<file path="config.mk">
export PLATFORM = sky130hd
export DESIGN_NAME = flow_ctl_flat
export DESIGN_NICKNAME = d
export VERILOG_FILES = /design/src/rtl/flow_ctl_if.sv /design/src/rtl/flow_ctl.sv /design/src/flat_wrapper.sv
export SDC_FILE = /design/constraint.sdc
export NUM_CORES = 1
export LEC_CHECK = 0
export CORE_MARGIN = 4
export CORE_UTILIZATION = 30
export CTS_BUF_LIST = sky130_fd_sc_hd__clkbuf_4 sky130_fd_sc_hd__clkbuf_8
export DETAILED_ROUTE_END_ITERATION = 8
export PLACE_DENSITY_LB_ADDON = 0.12
export SETUP_SLACK_MARGIN = 0.1
export SKIP_LAST_GASP = 1
export SLEW_MARGIN = 20
export SYNTH_ARGS = -nofsm -noshare
export SYNTH_HDL_FRONTEND = slang
export SYNTH_SLANG_ARGS = --single-unit
</file>
<file path="constraint.sdc">
create_clock -name clk -period 2.2 [get_ports clk]
set_clock_uncertainty 0.15 [all_clocks]
set_input_delay 0.44 -clock clk [delete_from_list [all_inputs] [get_ports clk]]
set_output_delay 0.44 -clock clk [all_outputs]
set_load 0.005 [all_outputs]
</file>
<file path="src/rtl/flow_ctl_if.sv">
// Decode-stage flow-control bus between fetch/register-file (master) and flow_ctl (slave).
interface flow_ctl_if #(
  parameter int CNT_W = 16
);
  logic [31:0]      instr;
  logic [31:0]      rsData;
  logic [31:0]      rtData;
  logic [31:0]      cmd;
  logic             isBubble;
  logic             isJmp;
  logic             isJr;
  logic             isBr;
  logic [15:0]      imm;
  logic [25:0]      jmpAddr;
  logic [31:0]      rrs;
  logic [CNT_W-1:0] lostCnt;

  modport master (
    output instr, rsData, rtData,
    input  cmd, isBubble, isJmp, isJr, isBr, imm, jmpAddr, rrs, lostCnt
  );

  modport slave (
    input  instr, rsData, rtData,
    output cmd, isBubble, isJmp, isJr, isBr, imm, jmpAddr, rrs, lostCnt
  );
endinterface

</file>
<file path="src/rtl/flow_ctl.sv">
// Decode register, PC redirect decode, load-use stall and wrong-path squash.
// Optional FLOW_CTL_DELAY_SLOT_EN: branch-delay-slot semantics, no squash.
//
// state | meaning
// RUN   | normal decode; transfers and load-use hazards are acted on
// FLUSH | squashing wrong-path fetches, sq counts the remaining ones
module flow_ctl #(
  parameter int FLUSH_CYCLES = 1,
  parameter int CNT_W        = 16
) (
  input  logic       clk,
  input  logic       rst_n,
  flow_ctl_if.slave  bus
);

`ifdef FLOW_CTL_DELAY_SLOT_EN
  localparam bit DELAY_SLOT = 1'b1;
`else
  localparam bit DELAY_SLOT = 1'b0;
`endif

  localparam logic [5:0] OP_RTYPE = 6'h00;
  localparam logic [5:0] OP_J     = 6'h02;
  localparam logic [5:0] OP_JAL   = 6'h03;
  localparam logic [5:0] OP_BEQ   = 6'h04;
  localparam logic [5:0] OP_BNE   = 6'h05;
  localparam logic [5:0] OP_LW    = 6'h23;
  localparam logic [5:0] OP_SW    = 6'h2B;
  localparam logic [5:0] FN_JR    = 6'h08;
  localparam logic [2:0] SQ_INIT  = 3'(FLUSH_CYCLES - 1);

  typedef enum logic {RUN, FLUSH} state_t;

  state_t           state;
  logic [2:0]       sq;
  logic [31:0]      cmd_q;
  logic [CNT_W-1:0] lost_q;

  logic [5:0] c_op, i_op;
  logic [4:0] ld_rt;
  logic       is_jmp, is_jr, is_br, xfer;
  logic       reads_rs, reads_rt, hazard, bubble;
  logic       squash_load, lost_inc;

  assign c_op  = cmd_q[31:26];
  assign i_op  = bus.instr[31:26];
  assign ld_rt = cmd_q[20:16];

  assign is_jmp = (c_op == OP_J) || (c_op == OP_JAL);
  assign is_jr  = (c_op == OP_RTYPE) && (cmd_q[5:0] == FN_JR);
  assign is_br  = ((c_op == OP_BEQ) && (bus.rsData == bus.rtData)) ||
                  ((c_op == OP_BNE) && (bus.rsData != bus.rtData));
  assign xfer   = is_jmp | is_jr | is_br;

  assign reads_rs = (i_op != OP_J) && (i_op != OP_JAL);
  assign reads_rt = (i_op == OP_RTYPE) || (i_op == OP_BEQ) ||
                    (i_op == OP_BNE)   || (i_op == OP_SW);

  always_comb begin
    hazard = 1'b0;
    if (state == RUN && c_op == OP_LW && ld_rt != 5'd0) begin
      hazard = (reads_rs && bus.instr[25:21] == ld_rt) ||
               (reads_rt && bus.instr[20:16] == ld_rt);
    end
  end

  // Disjoint by opcode today, but a transfer must never also hold the PC.
  assign bubble = hazard & ~xfer;

  assign squash_load = ((state == RUN) && xfer && !DELAY_SLOT) || (state == FLUSH);
  assign lost_inc    = bubble | squash_load;

  always_ff @(posedge clk or negedge rst_n) begin
    if (!rst_n) begin
      state  <= RUN;
      sq     <= 3'd0;
      cmd_q  <= 32'd0;
      lost_q <= '0;
    end else begin
      if (lost_inc && lost_q != '1) lost_q <= lost_q + 1'b1;

      if (state == RUN && xfer) begin
        if (DELAY_SLOT) begin
          cmd_q <= bus.instr;
        end else begin
          cmd_q <= 32'd0;
          if (FLUSH_CYCLES > 1) begin
            state <= FLUSH;
            sq    <= SQ_INIT;
          end
        end
      end else if (bubble) begin
        // PC holds, so the same instr is re-presented next cycle.
        cmd_q <= 32'd0;
      end else if (state == FLUSH) begin
        cmd_q <= 32'd0;
        sq    <= sq - 3'd1;
        if (sq == 3'd1) state <= RUN;
      end else begin
        cmd_q <= bus.instr;
      end
    end
  end

  assign bus.cmd      = cmd_q;
  assign bus.isBubble = bubble;
  assign bus.isJmp    = is_jmp;
  assign bus.isJr     = is_jr;
  assign bus.isBr     = is_br;
  assign bus.imm      = cmd_q[15:0];
  assign bus.jmpAddr  = cmd_q[25:0];
  assign bus.rrs      = bus.rsData;
  assign bus.lostCnt  = lost_q;

endmodule

</file>
<file path="src/flat_wrapper.sv">
// flat-port wrapper written by rule: the top's interface ports become plain ports
module flow_ctl_flat 
#(
  parameter int FLUSH_CYCLES = 1,
  parameter int CNT_W        = 16
)
  (clk, rst_n, bus_instr, bus_rsData, bus_rtData, bus_cmd, bus_isBubble, bus_isJmp, bus_isJr, bus_isBr, bus_imm, bus_jmpAddr, bus_rrs, bus_lostCnt);
  flow_ctl_if #(.CNT_W(CNT_W)) bus_i ();
  input  logic clk;
  input  logic rst_n;
  input wire logic [$bits(bus_i.instr)-1:0] bus_instr;
  input wire logic [$bits(bus_i.rsData)-1:0] bus_rsData;
  input wire logic [$bits(bus_i.rtData)-1:0] bus_rtData;
  output wire logic [$bits(bus_i.cmd)-1:0] bus_cmd;
  output wire logic [$bits(bus_i.isBubble)-1:0] bus_isBubble;
  output wire logic [$bits(bus_i.isJmp)-1:0] bus_isJmp;
  output wire logic [$bits(bus_i.isJr)-1:0] bus_isJr;
  output wire logic [$bits(bus_i.isBr)-1:0] bus_isBr;
  output wire logic [$bits(bus_i.imm)-1:0] bus_imm;
  output wire logic [$bits(bus_i.jmpAddr)-1:0] bus_jmpAddr;
  output wire logic [$bits(bus_i.rrs)-1:0] bus_rrs;
  output wire logic [$bits(bus_i.lostCnt)-1:0] bus_lostCnt;
  assign bus_i.instr = bus_instr;
  assign bus_i.rsData = bus_rsData;
  assign bus_i.rtData = bus_rtData;
  assign bus_cmd = bus_i.cmd;
  assign bus_isBubble = bus_i.isBubble;
  assign bus_isJmp = bus_i.isJmp;
  assign bus_isJr = bus_i.isJr;
  assign bus_isBr = bus_i.isBr;
  assign bus_imm = bus_i.imm;
  assign bus_jmpAddr = bus_i.jmpAddr;
  assign bus_rrs = bus_i.rrs;
  assign bus_lostCnt = bus_i.lostCnt;
  flow_ctl #(.FLUSH_CYCLES(FLUSH_CYCLES), .CNT_W(CNT_W)) u_core (.clk(clk), .rst_n(rst_n), .bus(bus_i));
endmodule
</file>
Yosys cells after proc, flatten, opt, wreduce, memory -nomap -nowiden
Index checks and enable logic that the tools add are counted.
W data, S select, Z words.
{"block": "op_classes", "addsub": 2, "multipliers": 0, "div_mod_pow": 0, "magnitude_cmp": 0, "eq_ne": 17, "n_shift": 0, "mux": 6, "bitwise_logic": 8, "reduce_logical": 22}
{"operator": "$mux W32", "n": 3}
{"operator": "$eq A32 B32 Y1", "n": 1}
{"operator": "$ne A32 B32 Y1", "n": 1}
{"operator": "$eq A6 B3 Y1 const B", "n": 4}
{"operator": "$add A16 B1 Y16 const B", "n": 1}
{"operator": "$ne A16 B16 Y1 const B", "n": 1}
{"operator": "$eq A6 B2 Y1 const B", "n": 2}
{"operator": "$eq A6 B6 Y1 const B", "n": 2}
{"operator": "$logic_not A6 Y1", "n": 2}
{"operator": "$ne A6 B2 Y1 const B", "n": 2}
{"operator": "$eq A5 B5 Y1", "n": 2}
{"operator": "$logic_and A1 B1 Y1", "n": 10}
{"operator": "$logic_or A1 B1 Y1", "n": 7}
{"operator": "$eq A6 B4 Y1 const B", "n": 1}
{"operator": "$reduce_bool A5 Y1", "n": 1}
{"operator": "$not A1 Y1", "n": 4}
{"operator": "$eq A3 B1 Y1 const B", "n": 1}
{"operator": "$mux W1", "n": 3}
{"operator": "$or A1 B1 Y1", "n": 3}
{"operator": "$reduce_and A3 Y1", "n": 1}
{"operator": "$sub A3 B1 Y3 const B", "n": 1}
{"operator": "$reduce_and A2 Y1", "n": 1}
{"operator": "$and A1 B1 Y1", "n": 1}
{"block": "totals", "reg_bits": 52, "latchBits": 0, "ram_bits": 0, "mem_bits_ro": 0, "mem_count": 0}

Logic depth before layout (Yosys ltp)
Gate-level depths: netlist (run 1).
{"block": "logic_depth", "word_depth": 10, "ltp_mapped": 10, "ltp_nobuf": 8}

Least setup slack after synthesis (run 1)
Ideal clock, no wire load.
{"block": "synth_path", "path_kind": "register to register", "startpoint": "register u_core.cmd_q[28], in the netlist u_core.bus.cmd[28]", "endpoint": "register u_core.lost_q[1], in the netlist u_core.bus.lostCnt[1]", "setup_time_ns": 0.125, "arrival_ns": 1.932, "t_required_ns": 1.925, "setup_slack_ns": -0.006, "path_stages_with_launch": 7, "path_buffers": 0, "path_cell_list": "dfrtp_1 > or4b_1 > nor3_1 > o221ai_1 > o211a_1 > and2b_1 > mux2_2"}
{"block": "synth_between", "elab_chain_cells": 8}
{"element": "start, declared", "line": "flow_ctl.sv:36", "text": "logic [31:0] cmd_q;"}
{"element": "start signal, assigned", "line": "flow_ctl.sv:84", "text": "cmd_q <= bus.instr;"}
{"element": "start signal, assigned", "line": "flow_ctl.sv:100", "text": "cmd_q <= bus.instr;"}
{"element": "$eq A6 B2 Y1, or another cell as far along", "line": "flow_ctl.sv:49", "text": "assign is_jmp = (c_op == OP_J) || (c_op == OP_JAL);"}
{"element": "$logic_or A1 B1 Y1, or another cell as far along", "line": "flow_ctl.sv:49"}
{"element": "$or A1 B1 Y1 or $logic_or A1 B1 Y1 (tied branches)", "line": "flow_ctl.sv:53, flow_ctl.sv:51"}
{"element": "$or A1 B1 Y1", "line": "flow_ctl.sv:53", "text": "assign xfer = is_jmp | is_jr | is_br;"}
{"element": "$not A1 Y1 or $logic_and A1 B1 Y1 (tied branches)", "line": "flow_ctl.sv:68, flow_ctl.sv:70"}
{"element": "$and A1 B1 Y1 or $logic_or A1 B1 Y1 (tied branches)", "line": "flow_ctl.sv:68, flow_ctl.sv:70"}
{"element": "$or A1 B1 Y1 *", "line": "flow_ctl.sv:71", "text": "assign lost_inc = bubble | squash_load;"}
{"element": "$logic_and A1 B1 Y1 *", "line": "flow_ctl.sv:80", "text": "if (lost_inc && lost_q != '1) lost_q <= lost_q + 1'b1;"}
{"element": "end signal, assigned", "line": "flow_ctl.sv:80"}
{"element": "end, declared", "line": "flow_ctl.sv:37", "text": "logic [CNT_W-1:0] lost_q;"}
Every way passes the cells marked *; elsewhere a longest branch is shown, timed or not.
A chain may end at the register's enable or synchronous reset.

Worst setup path after layout (run 1)
{"block": "layout_path", "startpoint": "register u_core.cmd_q[28], in the netlist u_core.bus.cmd[28]", "endpoint": "output bus_isBubble"}
{"block": "layout_between", "elab_chain_cells": 6}
{"element": "$eq A6 B2 Y1, or another cell as far along", "line": "flow_ctl.sv:49"}
{"element": "$logic_or A1 B1 Y1, or another cell as far along", "line": "flow_ctl.sv:49"}
{"element": "$or A1 B1 Y1 or $logic_or A1 B1 Y1 (tied branches)", "line": "flow_ctl.sv:53, flow_ctl.sv:51"}
{"element": "$or A1 B1 Y1", "line": "flow_ctl.sv:53"}
{"element": "$not A1 Y1", "line": "flow_ctl.sv:68", "text": "assign bubble = hazard & ~xfer;"}
{"element": "$and A1 B1 Y1 *", "line": "flow_ctl.sv:68"}
{"element": "end, declared", "line": "flat_wrapper.sv:15", "text": "output wire logic [$bits(bus_i.isBubble)-1:0] bus_isBubble;"}
Marked as above.

==> results of run 1 <==
-- cells by family (layout without fill, tap and decap cells) --
kind of cell             after synthesis  after routing
buffers and inverters                 84            285
AND/OR/NAND/NOR                      102            102
adder cells (fa/ha/maj)                3              3
multiplexers                           1              1
flip-flops                            52             52
AO/OA/AOI/OAI                          6              6
XOR/XNOR                              60             60
-- critical path, delay by kind of cell, from the launching register on --
kind            cells  cell delay, ns
flops               1            0.40
compound gates      1            0.11
simple gates        2            0.73
buf+inv             3            0.31
-- stage by stage --
step                      cells  utilization [%]
final                       642             57.3
after global routing        642             57.3
after CTS                   638             57.4
after detailed placement    622             52.8
after global placement      622             52.8
after floorplan             308                -
-- cells in the mapped netlist (2+ instances only) --
master | instances | area (µm²)
and3_1 | 6 | 37.5
nand3_1 | 4 | 20.0
nor3_1 | 7 | 35.0
nand4_1 | 7 | 43.8
nor2_1 | 11 | 41.3
clkbuf_1 | 4 | 15.0
inv_1 | 4 | 15.0
nor3b_1 | 2 | 15.0
and2_1 | 34 | 213
xor2_1 | 51 | 447
xnor2_1 | 9 | 78.8
buf_4 | 74 | 556
nor4_1 | 13 | 81.3
nand2_1 | 11 | 41.3
ha_1 | 3 | 37.5
dfrtp_1 | 52 | 1300
-- timing repair --
item,4_1_cts,5_1_grt
cloned,4,0
setup buffers,3,5
pin swaps,86,48
endpoints found under the setup margin,58,52
hold buffers,1,0
resized for setup,254,69
endpoints found under the hold margin,52,0
-- final cells by class --
class	instances	area [µm²]	share of cell area, %
clock buffer	5	68.8	1.21
clock inverter	3	27.5	0.482
inverter	4	15.0	0.263
multi-input combinational	172	1630	28.5
sequential	52	1300	22.8
tap	133	166	2.92
timing repair buffer	273	2500	43.9
-- flip-flops by register name (all words and copies together) (netlist names) --
signal / count
u_core.sq: 3
u_core.bus.lostCnt: 16
u_core.state: 1
u_core.bus.cmd: 32
-- metal layers --
metal  vias to the layer above  track usage, %
li1                       1328               -
met1                      1349            18.7
met2                       127            30.2
met3                         2            4.48
met4                         0            2.67
met5                         -               0
-- power groups by stage --
stage	sequential [mW]	clock, mW	combinational, mW
6_report	1.16	0.582	1.18
5_1_grt	1.18	0.651	1.27
4_1_cts	1.16	0.610	1.17
3_5_place_dp	1.17	0	1.07
3_3_place_gp	1.17	0	1.06
2_1_floorplan	1.19	0	0.386
-- path summary, 6_finish.rpt --
check / cells past startpoint / to / slack, ns / from
max: 6 / bus_isBubble / -0.25 / u_core.bus.cmd[28]$_DFF_PN0_
min: 1 / u_core.sq[2]$_DFFE_PN0P_ / 0.33 / u_core.sq[2]$_DFFE_PN0P_
max reg2reg: 7 / u_core.bus.lostCnt[1]$_DFFE_PN0P_ / -0.21 / u_core.bus.cmd[28]$_DFF_PN0_
min reg2reg: 1 / u_core.sq[2]$_DFFE_PN0P_ / 0.33 / u_core.sq[2]$_DFFE_PN0P_
max in group asynchronous: 3 / u_core.bus.cmd[20]$_DFF_PN0_ / 1.15 / rst_n
min in group asynchronous: 3 / u_core.bus.cmd[7]$_DFF_PN0_ / 0.49 / rst_n
==> flow_summary.toml, run 1 <==
[finish]
fillers = 872
design_area_um2 = 5710
area_growth_pct = 82.8
final_cell_mix = "clkdlybuf4s50_1, dfrtp_1, xor2_1"
layout_commonest_cell = "clkdlybuf4s50_1"
antenna_cells = 0
nets = 609
layout-drive-gt1-share_pct = 36.7

[synth]
synth_edf_count = 0
synth_nets = 409
synth-adder-area-share_pct = 1.20
ys.flop_type = "dfrtp_1"
synth_top_family_by_area = "buffers and inverters"
synthMuxAreaShare_pct = 0.361
ys_types = 32
ys_ff_latch = 52
synthCells = 308
synth_area_um2 = 3120
ys_seq_area_share_pct = 41.7
synth_area_per_cell_um2 = 10.1
synthArstFlopShare_pct = 100
synth_compound_gate_area_share_pct = 1.56
synthXorXnorAreaFrac_pct = 16.8
synth_warnings = 0
synthSimpleGateAreaFrac_pct = 18.8

[route]
antenna_left = 0
post-route-drc-count = 0
routed_wl_um = 10300
wl_met3_um = 963
first_pass_iters = 4
drt_iter0_drc = 79
highest_layer = "met4"
vias = 2806
drt-wirelength-per-cell_um = 16.0
wl_met2_um = 5350
viasPerCell = 4.37
met1_length_um = 3920

[hold_path]
hp-class = "flip-flop to flip-flop"

[floorplan]
die_w_um = 110
ios = 224
dieHeight_um = 110
core_region_area_um2 = 9950
num_rows = 36
die_area_um2 = 12100
start_util_pct = 31.4

[place]
port_buffers = 223
place_hpwl_um = 8060
dpl-instance-area_um2 = 5250
dp_slack_ns = -0.886
gp_congestion = 0.703

[sta]
holdWs_ns = 0.333
fmax_mhz = 409
post-route-period-util_pct = 111
final.setup.tns_ns = -3.71
tightest_slew_ns = 0.316
fin_crit_ns = 2.45
rsz0062_at_grt = "yes"
setup_violations = 40
hold_viol = 0
final-max-slew-violation-count = 0
fin_ws_ns = -0.246
slew_headroom_pct = 78.9

[global_routing]
grt_max_degree = 53
grt_pass1_wl_um = 15300
grt_pass1_vias = 3012
antenna_found_initial = 0
track_usage_pct = 16.2
grt_overflow_total = 0

[setup_path]
cp.required_ns = 1.61
cp_cell_sequence = "or4b_4 -> nor3_4 -> o221ai_2 -> buf_4 -> inv_2 -> buf_6"
cp-start-kind = "flip-flop"
slowest_delay_ns = 0.56
worstPathMaxFanout = 2
slowest_stage = "or4b_4"
worst_setup_path_end_kind = "primary output"
path_class = "flip-flop to primary output"
arrival_ns = 1.86

[power]
power_mw = 2.92
power_frac_clock_pct = 19.9
power_density_nw_per_um2 = 511
ir_worst_vdd_mv = 0.387
power_switching_mw = 0.900
cell_internal_pwr_mw = 2.02
p_leak_nw = 2.49
p_sw_share_pct = 30.8
pwr-share-comb_pct = 40.3
power_frac_seq_pct = 39.8

[clock_network]
cts_root_buf = "clkbuf_8"
clkTransAtPathRegs_ns = 0.11
clock_path_buffers = 2
cts_sinks = 52
worstSkewPairLatency_ns = 0.31
cts_tree = "yes"
htreeDepth = 2
cts-buffers-inserted = 5

[job]
max_cap_viol_count = 0

[status]
status = "complete, but fails checks"
violations = "negative setup slack"
(Power assumes the default switching activity.)
==> inputs of run 2 (changes only) <==
--- a/config.mk
+++ b/config.mk
@@ -6,7 +6,7 @@
 export NUM_CORES = 1
 export LEC_CHECK = 0
 export CORE_MARGIN = 4
-export CORE_UTILIZATION = 30
+export CORE_UTILIZATION = 32
 export CTS_BUF_LIST = sky130_fd_sc_hd__clkbuf_4 sky130_fd_sc_hd__clkbuf_8
 export DETAILED_ROUTE_END_ITERATION = 8
 export PLACE_DENSITY_LB_ADDON = 0.12
==> run 2 against run 1 <==
Against the previous run:
- the flow still finishes with violations (negative setup slack)
- setup slack got worse by 0.015 ns
- register-to-register slack is essentially flat
- non-clock buffer count unchanged
- die area shrank 5.8%
- via count fell by 1.4%
- first-iteration DRC count up 38%
- sequential power about the same
- fmax down 0.62%
- worst hold slack worse by 0.087 ns
- final cell count shrank 0.62%
- cell area up 1.3%
- critical endpoint is now u_core.bus.lostCnt[1]$_DFFE_PN0P_
==> flow_summary.toml, run 2 (synthesis results as in run 1) <==
[status]
status = "complete, but fails checks"
violations = "negative setup slack"

[route]
viasPerCell = 4.34
drt-wirelength-per-cell_um = 16.4
post-route-drc-count = 0
first_pass_iters = 4
drt_iter0_drc = 109
vias = 2767
routed_wl_um = 10500
antenna_left = 0

[setup_path]
slowest_stage = "mux2_4"
path_class = "input pin to flip-flop"
arrival_ns = 2.50
slowest_delay_ns = 0.30
worst_setup_path_end_kind = "flip-flop"
cp-start-kind = "input pin"
worstPathMaxFanout = 6
cp.required_ns = 2.24
cp_cell_sequence = "dlygate4sd2_1 -> xor2_1 -> nor4_2 -> nand4_1 -> nor2_1 -> xnor2_1 -> buf_4 -> o211a_4 -> and2b_1 -> mux2_4"

[sta]
fin_ws_ns = -0.262
fin_crit_ns = 2.46
fmax_mhz = 406
setup_violations = 50
slew_headroom_pct = 80.9
rsz0062_at_grt = "yes"
tightest_slew_ns = 0.285
post-route-period-util_pct = 112
hold_viol = 0
final-max-slew-violation-count = 0

[power]
p_leak_nw = 2.52
power_density_nw_per_um2 = 498
power_mw = 2.88
ir_worst_vdd_mv = 0.358

[finish]
fin_cells = 638
final_util_pct = 61.7
nets = 609
antenna_cells = 0
design_area_um2 = 5780
largest_register_ffs = 32
layout-drive-gt1-share_pct = 27.7
final_cell_mix = "clkdlybuf4s50_1, dfrtp_1, xor2_1"
layout_commonest_cell = "clkdlybuf4s50_1"
area_growth_pct = 85.2

[clock_network]
cts_tree = "yes"
htreeDepth = 2
clock_path_buffers = 2
worstSkewPairLatency_ns = 0.30
clkTransAtPathRegs_ns = 0.10
cts_sinks = 52
cts_root_buf = "clkbuf_8"
cts-buffers-inserted = 5

[place]
gp_congestion = 0.767
port_buffers = 223
dpl-instance-area_um2 = 5230
place_hpwl_um = 8090
dp_slack_ns = -0.937
dp.cells = 617

[global_routing]
grt_max_degree = 53
antenna_found_initial = 0
grt_overflow_total = 0
grt_pass1_wl_um = 16100
track_usage_pct = 17.8
grt_pass1_vias = 2931

[floorplan]
die_w_um = 107
ios = 224
die_area_um2 = 11400
dieHeight_um = 107
num_rows = 35
start_util_pct = 33.3
core_region_area_um2 = 9370

[job]
max_cap_viol_count = 0

[hold_path]
hp-class = "input pin to flip-flop"
run 2: cell count changes in the layout (fill, tap and decap cells not counted), sizes merged:
cell | previous run | this run
inv | 5 | 4
clkinv | 1 | 2
clkbuf | 32 | 8
clkdlybuf4s15 | 17 | 19
buf | 72 | 61
dlygate4sd2 | 11 | 45
clkinvlp | 1 | 0
run 2: path summary, 6_finish.rpt:
path / start / endpoint / slack [ns] / cells past startpoint
max in group asynchronous: rst_n / u_core.sq[1]$_DFFE_PN0P_ / 1.16 / 3
worst max register to register: u_core.bus.cmd[28]$_DFF_PN0_ / u_core.bus.lostCnt[1]$_DFFE_PN0P_ / -0.21 / 7
min in group asynchronous: rst_n / u_core.bus.lostCnt[8]$_DFFE_PN0P_ / 0.49 / 3
worst max-delay path: bus_rsData[16] / u_core.bus.lostCnt[1]$_DFFE_PN0P_ / -0.26 / 10
worst min register to register: u_core.sq[2]$_DFFE_PN0P_ / u_core.sq[2]$_DFFE_PN0P_ / 0.34 / 1
worst min-delay path: bus_instr[26] / u_core.bus.cmd[26]$_DFF_PN0_ / 0.25 / 2
run 2: through the flow:
stage | TNS [ns] | hold WS (ns)
6_report | -7.81 | 0.246
2_1_floorplan | 0 | -0.00559
3_3_place_gp | -39.22 | 0.302
4_1_cts | -5.44 | 0.235
3_5_place_dp | -38.14 | 0.307
5_1_grt | -11.24 | 0.250
run 2: routing by layer:
metal	vias to the layer above	part of all wire, %	track usage [%]
met5	-	0	0
met4	0	0.68	3.11
met3	6	8.8	5.24
met2	131	52	32.7
met1	1291	38	20.7
li1	1339	-	-
run 2: final cells by class:
class | instances | area, µm²
Clock buffer | 6 | 82.6
Clock inverter | 2 | 10.0
Fill cell | 870 | 3590
Inverter | 4 | 15.0
Multi-Input combinational cell | 172 | 1560
Sequential cell | 52 | 1300
Tap cell | 129 | 161
Timing Repair Buffer | 273 | 2660
run 2: what timing repair did:
| action | 4_1_cts | 5_1_grt |
|---|---|---|
| endpoints found under the setup margin | 57 | 53 |
| endpoints found under the hold margin | 52 | 0 |
| hold buffers | 1 | 0 |
| pin swaps | 81 | 10 |
| cloned | 4 | 0 |
| buffers inserted | 6 | 2 |
| gates resized for setup | 223 | 10 |
run 2: worst max-delay path: cells and delay by family:
kind | cells | cell delay [ns]
muxes | 1 | 0.30
buffers and inverters | 2 | 0.39
AOI/OAI and AO/OA | 1 | 0.28
xor gates and xnor gates | 2 | 0.27
and+or+nand+nor | 4 | 0.80
run 2: power breakdown:
part | total, mW | internal [mW] | switching, mW
registers | 1.16 | 1.06 | 0.101
logic | 1.15 | 0.720 | 0.432
clock network | 0.565 | 0.252 | 0.313
total | 2.88 | 2.03 | 0.846
==> inputs of run 3 (changes only) <==
--- a/config.mk
+++ b/config.mk
@@ -7,9 +7,10 @@
 export LEC_CHECK = 0
 export CORE_MARGIN = 4
 export CORE_UTILIZATION = 32
-export CTS_BUF_LIST = sky130_fd_sc_hd__clkbuf_4 sky130_fd_sc_hd__clkbuf_8
+export CTS_BUF_LIST = sky130_fd_sc_hd__clkbuf_8
+export CTS_CLUSTER_SIZE = 8
 export DETAILED_ROUTE_END_ITERATION = 8
-export PLACE_DENSITY_LB_ADDON = 0.12
+export PLACE_DENSITY = 0.77
 export SETUP_SLACK_MARGIN = 0.1
 export SKIP_LAST_GASP = 1
 export SLEW_MARGIN = 20
==> run 3 against run 2 <==
Against the previous run:
- combinational power down 5%
- total power is 1.5% lower
- the flow still finishes with violations (negative setup slack)
- register-to-register slack about the same
- first-iteration DRC count fell by 28%
- cell area is 4.8% lower
- setup slack improved by 0.040 ns
- sequential share of layout area grew 1.1 points
- critical path depth shrank 1
- largest power group unchanged
- global-route usage shrank 0.35 points
==> flow_summary.toml, run 3 (synthesis results as in run 1) <==
[setup_path]
worst_setup_path_end_kind = "flip-flop"
cp-start-kind = "flip-flop"
slowest_stage = "or4_4"
cp.required_ns = 2.23
path_delay_family = "buffers and inverters"
critical_path_buf_inv_count = 6
crit_top_cell = "buf_4"
worstPathMaxFanout = 3
arrival_ns = 2.45
slowest_delay_ns = 0.54
cp_cell_sequence = "or4_4 -> o221ai_2 -> inv_1 -> buf_4 -> buf_4 -> buf_4 -> buf_4 -> buf_4 -> o31a_1"
path_class = "flip-flop to flip-flop"

[place]
gp_congestion = 0.817
dp.cells = 617
place_hpwl_um = 8450
port_buffers = 223

[global_routing]
grt_max_degree = 33
grt_pass1_wl_um = 15900
grt_overflow_total = 0
track_usage_pct = 17.5
antenna_found_initial = 0
grt_pass1_vias = 3083

[hold_path]
hp-class = "input pin to flip-flop"

[route]
antenna_left = 0
routed_wl_um = 10400
vias = 2795
post-route-drc-count = 0
drt-wirelength-per-cell_um = 16.3
drt_iter0_drc = 78
viasPerCell = 4.41
first_pass_iters = 4

[clock_network]
clock_path_buffers = 2
cts_tree = "yes"
cts_root_buf = "clkbuf_8"
htreeDepth = 2
worstSkewPairLatency_ns = 0.29
clkTransAtPathRegs_ns = 0.09
cts-buffers-inserted = 5
cts_sinks = 52

[sta]
slew_headroom_pct = 67.7
fmax_mhz = 413
tightest_slew_ns = 0.484
setup_violations = 51
hold_viol = 0
post-route-period-util_pct = 110
fin_ws_ns = -0.221
holdWs_ns = 0.299
fin_crit_ns = 2.42
final-max-slew-violation-count = 0
rsz0062_at_grt = "yes"

[power]
cell_internal_pwr_mw = 2.01
p_leak_nw = 2.39
power_switching_mw = 0.828
pwr-share-comb_pct = 38.6
power_density_nw_per_um2 = 515
p_sw_share_pct = 29.2
ir_worst_vdd_mv = 0.515
power_frac_seq_pct = 41.3
power_frac_clock_pct = 20.2

[floorplan]
start_util_pct = 33.3
die_w_um = 107
dieHeight_um = 107
num_rows = 35
ios = 224
core_region_area_um2 = 9370
die_area_um2 = 11400

[finish]
nets = 606
layout-drive-gt1-share_pct = 28.9
antenna_cells = 0
largest_register_ffs = 32
layout_commonest_cell = "clkdlybuf4s50_1"
final_cell_mix = "clkdlybuf4s50_1, dfrtp_1, xor2_1"
fin_cells = 634
area_growth_pct = 76.2

[status]
violations = "negative setup slack"
status = "complete, but fails checks"

[job]
max_cap_viol_count = 0
## run 3: changes by cell type in the layout (fill, tap and decap cells not counted), sizes merged
cell	change
dlygate4sd2	-33
buf	+29
clkbuf	+4
clkdlybuf4s50	-3
clkinv	-2
dlymetal6s2s	+2
clkdlybuf4s15	-1
## run 3: through the flow
| step | area [µm²] | setup WS (ns) | utilization, % | TNS [ns] | total power, mW |
|---|---|---|---|---|---|
| floorplan | 3150 | 0.0153 | - | 0 | 1.58 |
| global placement | 5230 | -0.857 | 55.8 | -33.57 | 2.21 |
| detailed placement | 5230 | -0.900 | 55.8 | -34.33 | 2.23 |
| CTS | 5400 | -0.223 | 57.6 | -3.25 | 2.84 |
| global route | 5500 | -0.350 | 58.7 | -9.89 | 3.01 |
| finish | 5500 | -0.221 | 58.7 | -2.63 | 2.84 |
## run 3: area by class of cell
| class | instances | area (µm²) |
|---|---|---|
| inverter | 4 | 15.0 |
| timing repair buffer | 270 | 2410 |
| tap | 129 | 161 |
| multi-input combinational | 172 | 1520 |
| fill | 844 | 3870 |
| sequential | 52 | 1300 |
| clock buffer | 7 | 96.3 |
## run 3: timing repair
| item | in CTS | in global routing |
|---|---|---|
| gates resized for setup | 263 | 30 |
| buffers inserted | 10 | 1 |
| hold endpoints to repair | 20 | 0 |
| hold buffers | 1 | 0 |
| endpoints found under the setup margin | 60 | 53 |
| pin swaps | 54 | 16 |
## run 3: power by group through the flow
| stage | logic [mW] | registers, mW | clock network, mW |
|---|---|---|---|
| floorplan | 0.386 | 1.19 | 0 |
| global placement | 1.04 | 1.17 | 0 |
| detailed placement | 1.06 | 1.18 | 0 |
| CTS | 1.08 | 1.17 | 0.596 |
| global route | 1.18 | 1.19 | 0.639 |
| finish | 1.09 | 1.17 | 0.572 |
## run 3: worst paths after layout
path | startpoint | endpoint | slack, ns | cells after the start
worst max-delay path | u_core.bus.cmd[16]$_DFF_PN0_ | u_core.state$_DFFE_PN0P_ | -0.22 | 9
worst min register to register | u_core.sq[2]$_DFFE_PN0P_ | u_core.sq[2]$_DFFE_PN0P_ | 0.33 | 1
worst max register to register | u_core.bus.cmd[16]$_DFF_PN0_ | u_core.state$_DFFE_PN0P_ | -0.22 | 9
min in group asynchronous | rst_n | u_core.bus.lostCnt[9]$_DFFE_PN0P_ | 0.47 | 2
max in group asynchronous | rst_n | u_core.bus.cmd[24]$_DFF_PN0_ | 0.89 | 3
worst min-delay path | bus_instr[30] | u_core.bus.cmd[30]$_DFF_PN0_ | 0.30 | 2
## run 3: layer usage
layer	track usage, %	share of wire, %	vias to the layer above
met4	4.20	1.5	0
met5	0	0	-
met2	32.7	53	147
li1	-	-	1322
met1	19.2	37	1314
met3	5.24	8.6	12
